`src/rtl/mem_arbiter.sv`:
```
// Round-robin arbiter sharing one 128-bit line-wide memory port between the
// icache refill path and the dcache refill/write-back path, with a response watchdog.
module mem_arbiter #(
    parameter int unsigned TIMEOUT = 64
) (
    input  logic         clk,
    input  logic         reset,

    input  logic         ic_req,
    input  logic [19:0]  ic_addr,
    output logic         ic_ack,
    output logic [127:0] ic_rdata,
    output logic         ic_err,

    input  logic         dc_req,
    input  logic         dc_we,
    input  logic [19:0]  dc_addr,
    input  logic [127:0] dc_wdata,
    output logic         dc_ack,
    output logic [127:0] dc_rdata,
    output logic         dc_err,

    output logic         mem_req,
    output logic         mem_we,
    output logic [19:0]  mem_addr,
    output logic [127:0] mem_wdata,
    input  logic         mem_ready,
    input  logic [127:0] mem_rdata
);

    localparam int unsigned WD_W = $clog2(TIMEOUT + 1);
    localparam logic [WD_W-1:0] WD_LAST = WD_W'(TIMEOUT - 1);
    localparam logic [19:0] LINE_MASK = 20'hFFFF0;

    typedef enum logic [1:0] {
        IDLE,
        BUSY,
        RESP
    } state_t;

    state_t state, state_nx;

    logic            grant_any;
    logic            grant_dc;
    logic            contention;
    logic            wd_expired;

    logic            owner_dc;
    logic            last_dc;
    logic [19:0]     addr_q;
    logic            we_q;
    logic [127:0]    wdata_q;
    logic [127:0]    rdata_q;
    logic            err_q;
    logic [WD_W-1:0] wd;

    // On a tie the requester that did not win the previous tie is granted.
    always_comb begin
        grant_any  = ic_req | dc_req;
        contention = ic_req & dc_req;
        grant_dc   = dc_req & ~(ic_req & last_dc);
        wd_expired = (wd == WD_LAST);
    end

    always_ff @(posedge clk) begin
        if (reset) begin
            state <= IDLE;
        end else begin
            state <= state_nx;
        end
    end

    always_comb begin
        state_nx = state;
        case (state)
            IDLE: begin
                if (grant_any) begin
                    state_nx = BUSY;
                end
            end
            BUSY: begin
                if (mem_ready || wd_expired) begin
                    state_nx = RESP;
                end
            end
            RESP: begin
                state_nx = IDLE;
            end
            default: begin
                state_nx = IDLE;
            end
        endcase
    end

    // Transaction context is captured at grant so requester inputs may change
    // freely while the port is owned.
    always_ff @(posedge clk) begin
        if (reset) begin
            owner_dc <= 1'b0;
            last_dc  <= 1'b1;
            addr_q   <= '0;
            we_q     <= 1'b0;
            wdata_q  <= '0;
            rdata_q  <= '0;
            err_q    <= 1'b0;
            wd       <= '0;
        end else begin
            case (state)
                IDLE: begin
                    if (grant_any) begin
                        owner_dc <= grant_dc;
                        addr_q   <= (grant_dc ? dc_addr : ic_addr) & LINE_MASK;
                        we_q     <= grant_dc & dc_we;
                        wdata_q  <= grant_dc ? dc_wdata : '0;
                        rdata_q  <= '0;
                        err_q    <= 1'b0;
                        wd       <= '0;
                        if (contention) begin
                            last_dc <= grant_dc;
                        end
                    end
                end
                BUSY: begin
                    if (mem_ready) begin
                        rdata_q <= we_q ? '0 : mem_rdata;
                        err_q   <= 1'b0;
                    end else if (wd_expired) begin
                        rdata_q <= '0;
                        err_q   <= 1'b1;
                    end else begin
                        wd <= wd + WD_W'(1);
                    end
                end
                default: begin
                end
            endcase
        end
    end

    // Outputs decode only registered state, so no input reaches an output combinationally.
    always_comb begin
        mem_req   = 1'b0;
        mem_we    = 1'b0;
        mem_addr  = '0;
        mem_wdata = '0;
        ic_ack    = 1'b0;
        ic_rdata  = '0;
        ic_err    = 1'b0;
        dc_ack    = 1'b0;
        dc_rdata  = '0;
        dc_err    = 1'b0;
        case (state)
            BUSY: begin
                mem_req   = 1'b1;
                mem_we    = we_q;
                mem_addr  = addr_q;
                mem_wdata = wdata_q;
            end
            RESP: begin
                if (owner_dc) begin
                    dc_ack   = 1'b1;
                    dc_rdata = rdata_q;
                    dc_err   = err_q;
                end else begin
                    ic_ack   = 1'b1;
                    ic_rdata = rdata_q;
                    ic_err   = err_q;
                end
            end
            default: begin
            end
        endcase
    end

endmodule

```
`config.mk`:
```
export PLATFORM = sky130hd
export DESIGN_NAME = mem_arbiter
export DESIGN_NICKNAME = d
export VERILOG_FILES = /design/src/rtl/mem_arbiter.sv
export SDC_FILE = /design/constraint.sdc
export NUM_CORES = 1
export LEC_CHECK = 0
export BUFFER_PORTS_ARGS = -buffer_cell sky130_fd_sc_hd__buf_2
export CAP_MARGIN = 15
export CORE_AREA = 2 2 281 283
export DETAILED_ROUTE_END_ITERATION = 10
export DIE_AREA = 0 0 283 285
export PLACE_DENSITY = 0.34
export SYNTH_ARGS = -nofsm -noshare
export SYNTH_HDL_FRONTEND = slang
export SYNTH_SLANG_ARGS = --single-unit
```
`constraint.sdc`:
```
create_clock -name clk -period 2.2 [get_ports clk]
set_input_delay 0.11 -clock clk [delete_from_list [all_inputs] [get_ports clk]]
set_output_delay 0.11 -clock clk [all_outputs]
set_load 0.02 [all_outputs]
```
==> results of run 1 <==
==> cell usage after synthesis (all sizes together) (3+ instances only) <==
cell type,count
and2,404
dfxtp,285
a22o,173
nor2,105
a22oi,85
clkbuf,65
buf,61
a211oi,17
mux2i,16
nand3,8
a21oi,7
nor3b,4
nand2,3
nor2b,3
o21ai,3
==> final cells by class <==
class / instances / area, um^2 / area share (%)
antenna: 4 / 10.0 / 0.0465
multi-input combinational: 852 / 5790 / 26.9
timing repair buffer: 1047 / 7530 / 35.0
clock inverter: 6 / 65.1 / 0.302
clock buffer: 58 / 1110 / 5.14
sequential: 285 / 5710 / 26.5
tap: 1050 / 1310 / 6.10
==> worst max-delay path by stage <==
stage	startpoint	to	slack, ns	cells after the start
floorplan	wd[0]	rdata_q[100]	0.61	7
global placement	state[1]	wd[6]	0.13	4
detailed placement	state[1]	wd[6]	0.11	4
CTS	state[1]	ic_rdata[47]	0.004	6
global route	state[0]	mem_wdata[86]	-0.03	4
finish	state[1]	ic_rdata[38]	0.09	6
==> routing by layer <==
layer | vias up | GRT usage (%) | share of wire (%)
met1 | 6154 | 15.0 | 40
met4 | 2 | 3.82 | 2.6
li1 | 6283 | - | -
met3 | 81 | 3.73 | 6.7
met5 | - | 0 | 0.019
met2 | 504 | 24.1 | 50
==> what timing repair did <==
action	4_1_cts	5_1_grt
setup buffers	5	0
hold buffers	288	0
hold endpoints to repair	275	0
resized for setup	23	65
cloned	9	3
endpoints found under the setup margin	173	132
==> through the flow <==
stage | cells | setup slack [ns]
after global routing | 3299 | -0.0276
after CTS | 3294 | 0.00422
after floorplan | 1263 | 0.614
final | 3302 | 0.0931
after detailed placement | 2928 | 0.109
after global placement | 2928 | 0.129
==> power breakdown <==
part | internal, mW | switching [mW] | leakage [nW]
registers | 5.41 | 0.159 | 2.32
logic | 1.06 | 1.02 | 7.36
clock network | 3.57 | 2.38 | 0.570
total | 10.0 | 3.57 | 10.2
==> sequential cells by signal, indices dropped and copies added, names as in the netlist <==
signal and flops:
wd 7, err_q 1, last_dc 1, addr_q 16
owner_dc 1, state 2, wdata_q 128, we_q 1
rdata_q 128
==> worst register-to-register path, delay by kind of cell, from the launching register on <==
family                 cells  cell delay (ns)
AOI/OAI and AO/OA          2             0.46
buffers and inverters      2             0.83
DFF                        1             0.37
and+or+nand+nor            2             0.36
==> cell families (layout without fill, tap and decap cells) <==
logic type | count (synthesis) | count (layout) | share of synthesized area [%]
adders and majority gates | 1 | 1 | 0.104
AOI/OAI and AO/OA | 295 | 295 | 20.0
xor gates and xnor gates | 1 | 1 | 0.0725
other | 1 | 8 | 0.0310
muxes | 16 | 16 | 1.33
buffers and inverters | 126 | 1111 | 5.50
DFF | 285 | 285 | 47.2
and+or+nand+nor | 535 | 535 | 25.7
==> out/qor.csv, run 1 <==
stage,metric,value,unit
route,drtAntennaViolNets,0,
route,detailedRoute.firstIterationViolations,415,
yosys,synth.area.top_cells,"sky130_fd_sc_hd__dfxtp_1 47%, sky130_fd_sc_hd__and2_1 21%, sky130_fd_sc_hd__a22o_1 13%",
global_routing,global_route_wire_length_before_repair,83400,um
sta,achievable-frequency,0.475,GHz
global_routing,grt.overflow.total,0,
floorplanning,initial_core_utilization,15.5,%
critical_path,worst_r2r_startpoint,state[1],
clocking,cts_htree_levels,2,
route,detail_route.vias_per_cell,3.94,
critical_path,critPathCaptureType,output port,
critical_path,slowest_delay,0.39,ns
worst_hold_path,hold_path_end,addr_q[16],
final_layout,layout_cell_share_with_drive_strength_beyond_1,37.1,%
sta,layout_worst_path_cycle_share,95.8,%
critical_path,reg2reg_slack,0.13,ns
worst_hold_path,hold_path_startpoint,dc_addr[16],
yosys,netlist-cell-type-count,41,
critical_path,worst_r2r_dst,addr_q[11],
floorplanning,ioPinCount,712,
floorplanning,coreArea,78000,um^2
sta,worst_slew_margin_rel,64.2,%
sta,layout_min_cycle_time,2.11,ns
clocking,clk_sink_count,285,
yosys,synthArstFlopShare,0,%
route,drcViolationCount,0,
yosys,dominantRegCellSynth,sky130_fd_sc_hd__dfxtp_1,
critical_path,critical_path_peak_fanout,14,
sta,worstMarginPinSlew,0.536,ns
clocking,cts.clk_slew.worst_paths,0.05,ns
power_and_ir_drop,ir_worst_vdd,426,uV
yosys,mean_area_per_synthesized_cell,9.59,um^2
yosys,post-synth-top-area-fraction,47.2,%
final_layout,fin_area,21500,um^2
clocking,numCtsBuffers,39,
yosys,number_of_warnings_printed_during_yosys_synthesis,0,
global_routing,number_of_antenna_violations_at_the_first_check_in_global_routing,10,
clocking,cts-root-buf,sky130_fd_sc_hd__clkbuf_16,
critical_path,slowest_stage,sky130_fd_sc_hd__dfxtp_4,
final_layout,most_frequent_cells_in_the_layout,"655 x sky130_fd_sc_hd__buf_2, 393 x sky130_fd_sc_hd__and2_1, 288 x sky130_fd_sc_hd__dlygate4sd3_1",
final_layout,fill_cells,8394,
status,outcome,finished clean,
final_layout,fin_util,27.6,%
sta,final_hold_violations,0,
clocking,tritoncts,built,
job,cap_violations,0,
global_routing,grt_start_max_net_pins,86,
critical_path,cp_top_delay_family,buffers and inverters,
floorplanning,floorplan.rows,103,
yosys,syn_inst,1260,
sta,worst_hold_slack,0.0193,ns
global_routing,grt.total_usage,13.3,%
floorplanning,floorplan_die_area,80700,um^2
route,routedWlPerCell,17.2,um
clocking,clk-insertion-delay-late,0.53,ns
worst_hold_path,holdPathStages,3,
critical_path,worst_ep_arrival_time,2.00,ns
sta,setup_viol,0,
route,firstDrtPassIters,5,
critical_path,critPathBufInv,4,
critical_path,r2r_cells,6,
final_layout,final_net_count,2528,
sta,setup_repair_after_global_routing_missed_its_margin,true,
worst_hold_path,holdCritPathClass,in -> reg,
critical_path,critPathRequiredTime,2.09,ns
route,routed-via-count,13024,
final_layout,layout_commonest_cell,sky130_fd_sc_hd__buf_2,
floorplanning,fp.dieH,285,um
yosys,ys_ff_latch,285,
critical_path,critical_path.cell_chain,nor3b_4 -> buf_12 -> bufbuf_16 -> buf_8 -> and2_1 -> buf_2,
route,routed_wirelength,56700,um
global_routing,grt_pass1_vias,13268,
power_and_ir_drop,p_per_cell_area,632,nW/um^2
clocking,clock_path_buffers,3,
sta,fin_tns_setup,0,ns
placement,gp_congestion,0.800,
power_and_ir_drop,power.static_leakage,10.2,nW
floorplanning,die_width,283,um
placement,hpwl,38800,um
yosys,share_of_the_yosys_chip_area_belonging_to_registers,47.2,%
yosys,mappedNetlistArea,12100,um^2
placement,placed_cell_area,16800,um^2
sta,fin_worst_skew,0.0172,ns
final_layout,area_delta_synth_final,78.1,%
sta,slew_violations,0,
yosys,synth-edff-count,0,
power_and_ir_drop,total_power,13.6,mW
yosys,synthDominantAreaCellType,sky130_fd_sc_hd__dfxtp_1,
placement,portBuffers,699,
critical_path,startpoint_type,register,
critical_path,worstSetupPathType,reg -> out,
Note: power is estimated with default switching activity, not from simulation.
==> run 2, diff against run 1 <==
--- a/config.mk
+++ b/config.mk
@@ -10,7 +10,9 @@
 export CORE_AREA = 2 2 281 283
 export DETAILED_ROUTE_END_ITERATION = 10
 export DIE_AREA = 0 0 283 285
-export PLACE_DENSITY = 0.34
+export PLACE_DENSITY = 0.35
+export RECOVER_POWER = 25
 export SYNTH_ARGS = -nofsm -noshare
 export SYNTH_HDL_FRONTEND = slang
 export SYNTH_SLANG_ARGS = --single-unit
+export TNS_END_PERCENT = 1
==> constraint.sdc (replaced) <==
create_clock -name clk -period 1.69 [get_ports clk]
set_input_delay 0.0845 -clock clk [delete_from_list [all_inputs] [get_ports clk]]
set_output_delay 0.0845 -clock clk [all_outputs]
set_load 0.02 [all_outputs]
==> out/qor.csv, run 2 (same netlist as run 1, synthesis figures left out) <==
stage,metric,value,unit,change
status,outcome,"finished, violations left",,
status,violated_checks,negative setup slack,,
sta,worst_slew_margin_rel,49.3,%,-15 points
final_layout,layout_cell_share_with_drive_strength_beyond_1,44.6,%,+7.5 points
global_routing,grt.overflow.total,0,,unchanged
clocking,cts.clk_slew.worst_paths,0.06,ns,about the same
final_layout,layout_commonest_cell,sky130_fd_sc_hd__buf_2,,
placement,gp_congestion,0.850,,+6.2%
route,firstDrtPassIters,5,,unchanged
floorplanning,fp.dieH,285,um,unchanged
critical_path,startpoint_type,register,,
clocking,numCtsBuffers,38,,-2.6%
route,routed-via-count,13500,,+3.7%
clocking,tritoncts,built,,
worst_hold_path,holdCritPathClass,in -> reg,,
critical_path,critical_path_peak_fanout,8,,-6
final_layout,top_regs,"rdata_q: 128 flops, wdata_q: 128 flops, addr_q: 16 flops",,
power_and_ir_drop,p_per_cell_area,761,nW/um^2,+20%
global_routing,grt.total_usage,14.0,%,+0.70 points
sta,setup_viol,533,,+533
floorplanning,ioPinCount,712,,unchanged
clocking,clock_path_buffers,3,,unchanged
final_layout,area_delta_synth_final,99.5,%,
sta,slew_violations,0,,unchanged
route,routed_wirelength,60300,um,+6.3%
sta,layout_worst_path_cycle_share,126,%,
global_routing,global_route_wire_length_before_repair,87100,um,+4.5%
sta,layout_min_cycle_time,2.12,ns,
power_and_ir_drop,power.static_leakage,10.9,nW,+6.4%
floorplanning,coreArea,78000,um^2,unchanged
final_layout,fin_util,30.9,%,+3.3 points
critical_path,crit_path_start,state[1],,
clocking,cts_htree_levels,2,,unchanged
route,detail_route.vias_per_cell,4.02,,+1.9%
sta,setup_repair_after_global_routing_missed_its_margin,true,,
final_layout,layout.cells.non_filler,3360,,+1.8%
floorplanning,initial_core_utilization,15.5,%,unchanged
route,routedWlPerCell,18.0,um,+4.5%
final_layout,final_net_count,2584,,+2.2%
placement,dp_cells,2964,,+1.2%
sta,final_hold_violations,0,,unchanged
global_routing,grt_pass1_vias,13853,,+4.4%
clocking,clk-insertion-delay-late,0.54,ns,about the same
power_and_ir_drop,ir_worst_vdd,540,uV,+27%
critical_path,worstSetupPathType,reg -> out,,
floorplanning,die_width,283,um,unchanged
global_routing,grt_start_max_net_pins,50,,-42%
sta,achievable-frequency,0.471,GHz,
critical_path,critPathRequiredTime,1.61,ns,-0.48 ns
job,cap_violations,0,,unchanged
critical_path,critPathCaptureType,output port,,
worst_hold_path,hold_path_startpoint,dc_wdata[71],,
floorplanning,floorplan.rows,103,,unchanged
placement,portBuffers,699,,unchanged
final_layout,most_frequent_cells_in_the_layout,"342 x sky130_fd_sc_hd__buf_2, 293 x sky130_fd_sc_hd__dlygate4sd3_1, 283 x sky130_fd_sc_hd__dfxtp_1",,
sta,worstMarginPinSlew,0.758,ns,+0.222 ns
clocking,cts-root-buf,sky130_fd_sc_hd__clkbuf_16,,
sta,fin_ws,-0.435,ns,-0.528 ns
route,detailedRoute.firstIterationViolations,476,,+15%
global_routing,number_of_antenna_violations_at_the_first_check_in_global_routing,8,,-2
clocking,clk_sink_count,285,,unchanged
route,drtAntennaViolNets,0,,unchanged
sta,fin_worst_skew,0.0105,ns,-0.00670 ns
critical_path,worst_ep_arrival_time,2.04,ns,+0.04 ns
placement,hpwl,40000,um,+3.3%
critical_path,worst_r2r_startpoint,state[1],,
floorplanning,floorplan_die_area,80700,um^2,unchanged
route,drcViolationCount,0,,unchanged
-- run 2: changes by cell type in the layout (fill, tap and decap cells not counted), sizes merged --
cell | previous run | this run
clkbuf | 65 | 66
clkinv | 3 | 4
diode | 4 | 3
inv | 1 | 2
bufbuf | 5 | 4
clkinvlp | 1 | 2
buf | 747 | 798
dlygate4sd3 | 288 | 293
-- run 2: final cells by class --
| class | instances | area (um^2) |
|---|---|---|
| timing repair buffer | 1104 | 9710 |
| sequential | 285 | 5710 |
| antenna | 3 | 7.51 |
| clock inverter | 9 | 97.6 |
| clock buffer | 57 | 1120 |
| tap | 1050 | 1310 |
| multi-input combinational | 852 | 6150 |
| fill | 8066 | 53900 |
-- run 2: report_power, final --
| group | switching [mW] | internal (mW) |
|---|---|---|
| logic | 1.47 | 1.67 |
| clock network | 3.18 | 4.76 |
| registers | 0.217 | 7.04 |
-- run 2: worst max-delay path: stages (launching register included) --
cell	delay, ns
sky130_fd_sc_hd__dfxtp_2	0.33
sky130_fd_sc_hd__buf_6	0.12
sky130_fd_sc_hd__nor3b_4	0.22
sky130_fd_sc_hd__buf_12	0.18
sky130_fd_sc_hd__buf_16	0.19
sky130_fd_sc_hd__clkbuf_16	0.18
sky130_fd_sc_hd__and2_4	0.14
sky130_fd_sc_hd__buf_6	0.11
-- run 2: worst paths after layout --
kind / to / slack [ns] / cells after the start
max: ic_rdata[78] / -0.43 / 7
min: wdata_q[71] / 0.27 / 3
max reg2reg: rdata_q[73] / -0.13 / 6
min reg2reg: wd[6] / 0.45 / 1
-- run 2: per-layer routing --
layer	part of all wire, %	track usage (%)	vias up
met5	0.068	0	-
met4	4.4	6.13	6
met3	6.3	3.52	115
met2	51	25.2	549
met1	38	15.4	6427
li1	-	-	6403
-- run 2: timing repair --
item,CTS,global route
hold endpoints to repair,279,0
setup endpoints to repair,581,560
gates resized for setup,497,255
gates cloned,13,4
setup buffers,15,1
pin swaps,80,47
hold buffers,293,0
-- run 2: metrics by stage --
| step | hold slack (ns) | worst slack [ns] | setup TNS (ns) | cell area [um^2] | total power, mW |
|---|---|---|---|---|---|
| 2_1_floorplan | 0.210 | 0.104 | 0 | 12100 | 8.45 |
| 3_3_place_gp | 0.296 | -0.191 | -7.60 | 17100 | 9.53 |
| 3_5_place_dp | 0.297 | -0.168 | -8.02 | 17100 | 9.55 |
| 4_1_cts | 0.220 | -0.506 | -192.27 | 23300 | 18.7 |
| 5_1_grt | 0.248 | -0.564 | -223.10 | 24100 | 19.2 |
| 6_report | 0.275 | -0.435 | -144.05 | 24100 | 18.3 |
